## config.mk

```make
export PLATFORM = sky130hd
export DESIGN_NAME = fifo_dest
export DESIGN_NICKNAME = d
export VERILOG_FILES = /design/src/rtl/fifo_dest.sv
export SDC_FILE = /design/constraint.sdc
export NUM_CORES = 1
export LEC_CHECK = 0
export CAP_MARGIN = 20
export CORE_MARGIN = 2
export CORE_UTILIZATION = 40
export CTS_CLUSTER_DIAMETER = 200
export DETAILED_ROUTE_END_ITERATION = 10
export PLACE_DENSITY_LB_ADDON = 0.05
export SETUP_SLACK_MARGIN = 0.1
export SLEW_MARGIN = 25
export SYNTH_ARGS = -nofsm -noshare
export SYNTH_HDL_FRONTEND = slang
export SYNTH_SLANG_ARGS = --single-unit
```

## constraint.sdc

```tcl
create_clock -name clk -period 4.35 [get_ports clk]
set_input_delay 0.87 -clock clk [delete_from_list [all_inputs] [get_ports clk]]
set_output_delay 0.87 -clock clk [all_outputs]
set_load 0.05 [all_outputs]
```

## src/rtl/fifo_dest.sv

```systemverilog
// ----------------------------------------------------------------------------
// fifo_dest
//
// Per-destination output FIFO sitting directly behind the 1-to-2 destination
// demux (one instance per output lane). Routed words are buffered here until
// the destination consumer pops them. Fill-level flags let upstream flow
// control stall routing before the buffer overflows, and a sticky error flag
// records any overflow (push while full without a pop) or underflow (pop
// while empty).
//
// Optional feature:
//   FIFO_DEST_OCC_EN - when defined, adds the 'occupancy' output carrying the
//                      registered fill count so an arbiter can see the exact
//                      fill level. When undefined, the port is absent and
//                      everything else behaves identically.
//
// Parameters:
//   DATA_WIDTH  width of each stored word
//   ADDR_WIDTH  pointer width; DEPTH = 2**ADDR_WIDTH entries
//   AF_THRESH   almost_full  asserted when count >= AF_THRESH
//   AE_THRESH   almost_empty asserted when count <= AE_THRESH
//
// Ports:
//   clk           in   single clock, all state updates on the rising edge
//   reset_L       in   asynchronous active-low reset
//   push          in   write request
//   data_in       in   word from the demux output
//   pop           in   read request from the destination consumer
//   data_out      out  registered read data (1-cycle read latency)
//   valid_out     out  data_out holds a newly popped word this cycle
//   full          out  count == DEPTH
//   empty         out  count == 0
//   almost_full   out  count >= AF_THRESH
//   almost_empty  out  count <= AE_THRESH
//   error         out  sticky overflow/underflow indicator
//   occupancy     out  registered count (only with FIFO_DEST_OCC_EN)
// ----------------------------------------------------------------------------
module fifo_dest #(
    parameter int DATA_WIDTH = 8,
    parameter int ADDR_WIDTH = 2,
    parameter int AF_THRESH  = 3,
    parameter int AE_THRESH  = 1
) (
    input  logic                  clk,
    input  logic                  reset_L,
    input  logic                  push,
    input  logic [DATA_WIDTH-1:0] data_in,
    input  logic                  pop,
    output logic [DATA_WIDTH-1:0] data_out,
    output logic                  valid_out,
    output logic                  full,
    output logic                  empty,
    output logic                  almost_full,
    output logic                  almost_empty,
    output logic                  error
`ifdef FIFO_DEST_OCC_EN
    ,
    output logic [ADDR_WIDTH:0]   occupancy
`else
`endif
);

    localparam int DEPTH = 1 << ADDR_WIDTH;

    // Count-width versions of the constants so every flag compare is
    // between equal-width operands.
    localparam logic [ADDR_WIDTH:0] DEPTH_CNT = (ADDR_WIDTH + 1)'(DEPTH);
    localparam logic [ADDR_WIDTH:0] AF_CNT    = (ADDR_WIDTH + 1)'(AF_THRESH);
    localparam logic [ADDR_WIDTH:0] AE_CNT    = (ADDR_WIDTH + 1)'(AE_THRESH);

    logic [DATA_WIDTH-1:0] mem [DEPTH];
    logic [ADDR_WIDTH-1:0] wr_ptr;
    logic [ADDR_WIDTH-1:0] rd_ptr;
    logic [ADDR_WIDTH:0]   count;

    logic pop_ok;
    logic push_ok;
    logic overflow;
    logic underflow;

    // Flags decode the registered count only, so they move one cycle after
    // the push/pop that caused them and there is no input-to-output path.
    assign full         = (count == DEPTH_CNT);
    assign empty        = (count == '0);
    assign almost_full  = (count >= AF_CNT);
    assign almost_empty = (count <= AE_CNT);

`ifdef FIFO_DEST_OCC_EN
    assign occupancy = count;
`else
`endif

    // A pop is honoured whenever something is stored. A push is honoured
    // when there is room, or when a same-cycle pop frees the slot it needs,
    // which lets a full FIFO stream at full rate.
    always_comb begin
        pop_ok    = pop && !empty;
        push_ok   = push && (!full || pop_ok);
        overflow  = push && !push_ok;
        underflow = pop && empty;
    end

    // Storage array: no reset needed since contents are only ever read
    // after being written, and the pointers/count are reset instead.
    always_ff @(posedge clk) begin
        if (push_ok) begin
            mem[wr_ptr] <= data_in;
        end
    end

    // Pointers wrap naturally modulo DEPTH because DEPTH is a power of two.
    always_ff @(posedge clk or negedge reset_L) begin
        if (!reset_L) begin
            wr_ptr <= '0;
            rd_ptr <= '0;
        end else begin
            if (push_ok) begin
                wr_ptr <= wr_ptr + 1'b1;
            end
            if (pop_ok) begin
                rd_ptr <= rd_ptr + 1'b1;
            end
        end
    end

    // Fill count: a simultaneous push and pop leave it unchanged.
    always_ff @(posedge clk or negedge reset_L) begin
        if (!reset_L) begin
            count <= '0;
        end else begin
            case ({push_ok, pop_ok})
                2'b10:   count <= count + 1'b1;
                2'b01:   count <= count - 1'b1;
                default: count <= count;
            endcase
        end
    end

    // Registered read port: data_out keeps the last popped word when no pop
    // is accepted, while valid_out marks only freshly popped cycles.
    always_ff @(posedge clk or negedge reset_L) begin
        if (!reset_L) begin
            data_out  <= '0;
            valid_out <= 1'b0;
        end else begin
            valid_out <= pop_ok;
            if (pop_ok) begin
                data_out <= mem[rd_ptr];
            end
        end
    end

    // Sticky error: set on a dropped push or an ignored pop, cleared only
    // by reset.
    always_ff @(posedge clk or negedge reset_L) begin
        if (!reset_L) begin
            error <= 1'b0;
        end else if (overflow || underflow) begin
            error <= 1'b1;
        end
    end

endmodule

```

# Word-level counts from Yosys, hierarchy flattened
# Memory sizes are Yosys's and may differ from the RTL's. A register that Yosys moved wholly into a read port is not among the register bits.
# Index checks and enable logic that the tools add are counted.
[word_totals] mem_bits_rw=32 mem_bits_ro=0 n_memories=1 in_bits=12 ff_bits=9 latch_bits=0
[mem_list] name="mem" words=4 word_bits=8 rd=1 rd_ports_with_merged_regs=1 wr=1 line_no="71" source="logic [DATA_WIDTH-1:0] mem [DEPTH];"
[classes] n_reduce_logical=12 n_shift=0 magnitude_cmp=2 add_sub_neg=4 bitwise=0 eq_ne=3 n_mux=3 n_mul=0 div_mod_pow=0
[ops] operator="3-bit one-hot mux with 2 select lines" count=1
[ops] operator="2-bit by 1-bit adder with 2-bit output (second input constant)" count=2
[ops] operator="1-bit logical AND" count=4
[ops] operator="1-bit logical NOT" count=4
[ops] operator="3-bit by 1-bit adder with 3-bit output (second input constant)" count=1
[ops] operator="3-bit == test (second input constant)" count=1
[ops] operator="3-bit by 2-bit >= comparator with 1-bit output (second input constant)" count=1
[ops] operator="3-bit by 1-bit <= comparator with 1-bit output (second input constant)" count=1
[ops] operator="3-bit logical NOT" count=1
[ops] operator="3-bit by 1-bit subtractor with 3-bit output (second input constant)" count=1
[ops] operator="2-bit by 1-bit == test with 1-bit output (second input constant)" count=1
[ops] operator="2-bit == test (second input constant)" count=1
[ops] operator="1-bit logical OR" count=2
[ops] operator="1-bit 2-to-1 mux" count=2
[ops] operator="2-bit nonzero test" count=1

# Logic depth before layout (Yosys ltp)
# Gate-level depths: netlist (run 1).
[depth] word_depth=8 mapped_depth=9 ltp_nobuf=9

# Worst setup path after synthesis (run 1)
# No wires, ideal clock.
[synth_timing] kind="reg-to-output" from="register count[0]" to="output port almost_full" t_required_ps=3480 path_slack_ps=1900 path_stages_with_launch=3 n_path_buf=0 arrival_ps=1580 path_cell_list="dfrtp_1 > inv_1 > o21ai_0"
[synth_between] elab_chain_len=1
[synth_rtl] element="start, declared" line_no="74" source="logic [ADDR_WIDTH:0] count;"
[synth_rtl] element="start signal, assigned" line_no="132" source="2'b10: count <= count + 1'b1;"
[synth_rtl] element="start signal, assigned" line_no="133" source="2'b01: count <= count - 1'b1;"
[synth_rtl] element="start signal, assigned" line_no="134" source="default: count <= count;"
[synth_rtl] element="3-bit by 2-bit >= comparator with 1-bit output" line_no="85" source="assign almost_full = (count >= AF_CNT);"
[synth_rtl] element="end, declared" line_no="53" source="output logic almost_full,"
# No other way between the ends.

# Worst setup path in the final report (run 1)
[layout_timing] from="register count[0]" to="output port empty"
[layout_between] elab_chain_len=1
[layout_rtl] element="3-bit logical NOT" line_no="84" source="assign empty = (count == '0);"
[layout_rtl] element="end, declared" line_no="52" source="output logic empty,"
# No other way between the ends.

==> results of run 1 <==
-- worst max path at each step --
stage	slack, ns	cells past startpoint	to
2_1_floorplan	1.90	2	almost_full
3_3_place_gp	1.74	4	mem[1][2]
3_5_place_dp	1.68	4	mem[1][2]
4_1_cts	1.38	5	empty
5_1_grt	1.27	5	empty
6_report	1.41	5	empty
-- layout by cell type (no fill, tap or decap), drive strengths merged, types with 2 or more instances in the layout --
| master | n |
|---|---|
| nor2 | 3 |
| ha | 10 |
| and2 | 5 |
| mux2 | 9 |
| nand2 | 2 |
| mux4 | 8 |
| a21oi | 2 |
| dfrtp | 17 |
| a21o | 2 |
| clkdlybuf4s50 | 25 |
| edfxtp | 32 |
| nor2b | 2 |
| clkbuf | 5 |
| xnor2 | 5 |
| bufinv | 2 |
| inv | 10 |
| o21ai | 2 |
-- cell type report --
type	instances	area, um2	area share
Sequential cell	49	1390	0.560
Multi-Input combinational cell	55	583	0.236
Timing Repair Buffer	25	250	0.101
Tap cell	67	83.8	0.0339
Clock buffer	5	68.8	0.0278
Clock inverter	3	68.8	0.0278
Inverter	9	33.8	0.0137
-- routing by layer --
metal | vias to the layer above | part of all wire | track usage
met2 | 19 | 0.51 | 0.221
li1 | 479 | - | -
met3 | 5 | 0.033 | 0.0402
met1 | 514 | 0.44 | 0.176
met4 | 0 | 0.016 | 0.0536
met5 | - | 0 | 0
-- cells by family after synthesis --
group | share of synthesized area
multiplexers | 0.139
AND/OR/NAND/NOR | 0.0366
XOR/XNOR | 0.0217
AO/OA/AOI/OAI | 0.0291
flip-flops | 0.687
buffers and inverters | 0.0242
adder cells (fa/ha/maj) | 0.0620
-- worst max-delay path, delay by kind of cell, from the launching register on --
kind / cells / cell delay (ns)
adders and majority gates: 1 / 0.24
buffers and inverters: 3 / 0.98
and+or+nand+nor: 1 / 0.11
DFF: 1 / 0.44
-- per-stage QoR --
| stage | utilization | hold slack [ns] | total power [W] |
|---|---|---|---|
| 3_3_place_gp | 0.488 | 0.454 | 0.00152 |
| 5_1_grt | 0.517 | 0.494 | 0.00200 |
| 4_1_cts | 0.517 | 0.473 | 0.00192 |
| 3_5_place_dp | 0.488 | 0.454 | 0.00153 |
| 2_1_floorplan | - | 0.475 | 0.00129 |
| 6_report | 0.517 | 0.471 | 0.00189 |
-- flip-flops by register name (all words and copies together) (netlist names) --
register   count
mem           32
data_out       8
count          3
rd_ptr         2
wr_ptr         2
error          1
valid_out      1
-- power by group --
group / internal (W) / switching (W) / total (W)
clock network: 0.000231 / 0.000153 / 0.000384
logic: 0.000327 / 0.000435 / 0.000761
registers: 0.000639 / 0.000103 / 0.000742
total: 0.00120 / 0.000691 / 0.00189
==> out/metrics.csv, run 1 <==
metric,value,unit
Post CTS Setup Buffer Count,0,
CTS root buf,clkbuf_8,
pre-CTS setup slack,1.68,ns
CP cell instances,inv_1 > ha_1 > nand2b_1 > inv_1 > clkdlybuf4s50_1,
Worst Hold End,error,
post-route cell area,2470,um2
HP Start,error,
status,finished clean,
vias in the first global route,1073,
CTS Sinks,49,
cell taking the most area after synthesis,edfxtp_1,
drt drc,0,
Final Slew Violations,0,
Rel. slew slack,0.434,
IO Pins,26,
Post-DP HPWL,2360,um
synth warn,0,
post-layout min period,2.94,ns
post-route ant nets,0,
vias,1017,
Syn Area/Cell,17.5,um2
global route overflow,0,
number of cells after detailed placement,205,
CTS tree,done,
Slew @ Worst Pin,0.846,ns
CTS Buf Count,5,
GP Congestion,0.700,
Synth area leaders,"edfxtp_1, dfrtp_1, mux4_2, ha_1, mux2_2",
slowest cell on the critical path,clkdlybuf4s50_1,
DRT Wirelength,3390,um
launching point of the worst reg2reg path,count[0],
Syn Nets,137,
Max Clock Skew,0.00656,ns
Final Worst Setup Slack,1.41,ns
die height,75.0,um
top cell type's share of synthesized area,0.476,
Post-synth ARST share,0.347,
post_cts resized,0,
global-route usage over all layers,0.137,
Sum Neg Setup Slack,0,ns
Peak VDD IR,0.259,mV
CP Launch Point,count[0],
Worst setup SP type,register,
Critical Path AT,2.07,ns
worst hold-check path type,register to register,
clock latency on the worst-skew pair,0.30,ns
crit path max fanout,4,
post-synthesis sequential area ratio,0.687,
DIE WIDTH,75.0,um
fin crit share,0.676,
endpoints failing setup,0,
area grow syn2layout,22.6,%
top-count cell post-synth,edfxtp_1,
starting density of the core,0.422,
final instance count without filler cells,213,
PortBufs,25,
Synth Flop Type,edfxtp_1,
H-tree depth,2,
Antenna diodes,0,
largest net degree at the start of global routing,18,
RSZ-0062 raised after global routing,false,
critical path class,register to primary output,
Max clock buf depth,2,
leakage dissipation,0.935,nW
row cnt,25,
max cap viols,0,
final hold violation count,0,
Iter 0 DRT Violations,45,
number of enable flip-flop cells after synthesis,32,
Unique masters post-synth,21,
fin nets,167,
reg2reg path depth,8,
post-synthesis cell area,2020,um2
cell mode on critical path,inv_1,
drt pass-1 iters,4,
Worst R2R End,count[2],
antenna violations before repair,0,
Worst path max stage delay,0.79,ns
layout cells sized above 1,0.178,
first-pass GRT wire length,5380,um
Die Area,5630,um2
post-DR vias/cell,4.77,
most frequent cells after synthesis,"edfxtp_1, dfrtp_1, ha_1",
Clock transition at path regs,0.09,ns
post-synthesis register bit count,49,
Post-CTS Hold Fix Bufs,0,
flop2flop setup slack,2.18,ns
PwrDens,763,nW/um2
Hold Path Stages,1,
DR WL/cell,15.9,um
Max Clock Freq,340,MHz
cell count after synthesis,115,
Worst Path Required,3.48,ns
endpoint class of the critical path,primary output,
Fillers,431,
Post-DP Area,2340,um2
Core ar.,4790,um2
Note: power is estimated with default switching activity, not from simulation.
==> inputs of run 2 (changes only) <==
==> constraint.sdc (replaced) <==
create_clock -name clk -period 2.6 [get_ports clk]
set_input_delay 0.52 -clock clk [delete_from_list [all_inputs] [get_ports clk]]
set_output_delay 0.52 -clock clk [all_outputs]
set_load 0.05 [all_outputs]
==> run 2 against run 1 <==
Net effect:
- routed wire length down 0.91%
- core utilization up 0.26 points
- non-clock buffer count up 6
- setup slack worse by 1.1 ns
- clock skew up 0.0027 ns
- via count up 1.9%
- die area unchanged
- flip-flop and latch count unchanged
- critical path type unchanged
- largest cell class unchanged
- largest power group unchanged
==> out/metrics.csv, run 2 (same netlist as run 1, synthesis figures left out) <==
metric,value,unit
CP cell instances,inv_1 > ha_1 > nand2b_1 > inv_1 > dlygate4sd2_1,
worst hold-check path type,register to register,
slowest cell on the critical path,dlygate4sd2_1,
Final Slew Violations,0,
clock latency on the worst-skew pair,0.29,ns
Worst path max stage delay,0.51,ns
HP Start,error,
Max clock buf depth,2,
Top delay family on crit path,buffers and inverters,
Slew @ Worst Pin,0.639,ns
"commonest non-fill, non-tap cell in the layout",edfxtp_1,
die height,75.0,um
CTS Buf Count,5,
PwrDens,1230,nW/um2
Post-CTS Hold Fix Bufs,0,
vias in the first global route,1075,
Antenna diodes,0,
status,finished clean,
Peak VDD IR,0.524,mV
Post-DP HPWL,2300,um
Max Clock Freq,432,MHz
Post CTS Setup Buffer Count,0,
CP Launch Point,count[0],
Worst Hold End,error,
launching point of the worst reg2reg path,count[0],
DIE WIDTH,75.0,um
Hold Path Stages,1,
post-DR vias/cell,4.73,
CTS root buf,clkbuf_8,
CTS Sinks,49,
Fillers,416,
H-tree depth,2,
PortBufs,25,
Core ar.,4790,um2
max cap viols,0,
area grow syn2layout,23.2,%
critical path class,register to primary output,
cell mode on critical path,inv_1,
post-route ant nets,0,
row cnt,25,
max reg flops,32,
post-layout min period,2.32,ns
endpoint class of the critical path,primary output,
drt pass-1 iters,4,
vias,1036,
final instance count without filler cells,219,
CTS tree,done,
starting density of the core,0.422,
most frequent cells in the layout,"edfxtp_1, clkdlybuf4s50_1, dfrtp_1, ha_1",
crit path max fanout,4,
Worst setup SP type,register,
final hold violation count,0,
IO Pins,26,
first-pass GRT wire length,5350,um
fin crit share,0.891,
Iter 0 DRT Violations,44,
largest net degree at the start of global routing,18,
global-route usage over all layers,0.135,
Rel. slew slack,0.574,
DR WL/cell,15.4,um
endpoints failing setup,0,
fin nets,173,
number of cells after detailed placement,211,
drt drc,0,
layout cells sized above 1,0.204,
Critical Path AT,1.80,ns
global route overflow,0,
Sum Neg Setup Slack,0,ns
post-route cell area,2490,um2
Max Clock Skew,0.00927,ns
biggest regs,"mem: 32 flops, data_out: 8 flops, count: 3 flops",
Die Area,5630,um2
reg2reg path depth,7,
Post-DP Area,2380,um2
CP Buf/Inv Count,3,
post_cts resized,4,
flop2flop setup slack,0.68,ns
antenna violations before repair,0,
Worst R2R End,count[2],
Final Power,0.00305,W
"Most flops, register",mem,
Worst Path Required,2.08,ns
RSZ-0062 raised after global routing,false,
Clock transition at path regs,0.09,ns
DRT Wirelength,3360,um
GP Congestion,0.750,
leakage dissipation,0.960,nW
run 2: cell types whose count changed in the layout (fill, tap and decap cells not counted), sizes merged:
cell,change
buf,+6
clkdlybuf4s50,-4
dlygate4sd2,+4
bufinv,-1
clkinv,+1
clkinvlp,+1
inv,-1
run 2: worst max path at each step:
stage / endpoint / slack, ns / cells past startpoint
floorplan: almost_full / 0.50 / 2
global placement: empty / 0.39 / 5
detailed placement: empty / 0.33 / 5
CTS: empty / 0.26 / 5
global route: empty / 0.16 / 5
finish: empty / 0.28 / 5
run 2: layer usage:
layer | wire length (um) | track usage | up-vias
li1 | - | - | 491
met1 | 1480 | 0.176 | 521
met2 | 1740 | 0.228 | 20
met3 | 108 | 0.0281 | 4
met4 | 30 | 0.0417 | 0
met5 | 0 | 0 | -
run 2: layout make-up:
class | count | area [um2] | share of cell area
Clock buffer | 5 | 68.8 | 0.0277
Clock inverter | 3 | 41.3 | 0.0166
Inverter | 9 | 33.8 | 0.0136
Multi-Input combinational cell | 55 | 583 | 0.234
Sequential cell | 49 | 1390 | 0.557
Tap cell | 67 | 83.8 | 0.0337
Timing Repair Buffer | 31 | 290 | 0.117
run 2: through the flow:
step	util	setup WS, ns	hold WS, ns
finish	0.520	0.283	0.481
global route	0.520	0.155	0.514
CTS	0.520	0.262	0.487
detailed placement	0.498	0.332	0.458
global placement	0.498	0.392	0.448
floorplan	-	0.500	0.224
run 2: worst reg2reg max path, stage by stage, from the launching register on:
cell      delay, ns
dfrtp_1        0.43
inv_1          0.11
ha_1           0.26
a21boi_2       0.33
inv_1          0.09
ha_1           0.35
a21oi_1        0.14
o22ai_1        0.09
run 2: power breakdown:
group / internal, W / switching, W
logic: 0.000550 / 0.000731
registers: 0.00107 / 0.000172
clock network: 0.000283 / 0.000244
==> inputs of run 3 (changes only) <==
--- a/config.mk
+++ b/config.mk
@@ -8,6 +8,7 @@
 export CAP_MARGIN = 20
 export CORE_MARGIN = 2
 export CORE_UTILIZATION = 40
+export CTS_BUF_LIST = sky130_fd_sc_hd__clkbuf_4 sky130_fd_sc_hd__clkbuf_8
 export CTS_CLUSTER_DIAMETER = 200
 export DETAILED_ROUTE_END_ITERATION = 10
 export PLACE_DENSITY_LB_ADDON = 0.05
==> results of run 3 <==
No change in the layout: final DEF, timing and power equal those of run 2.
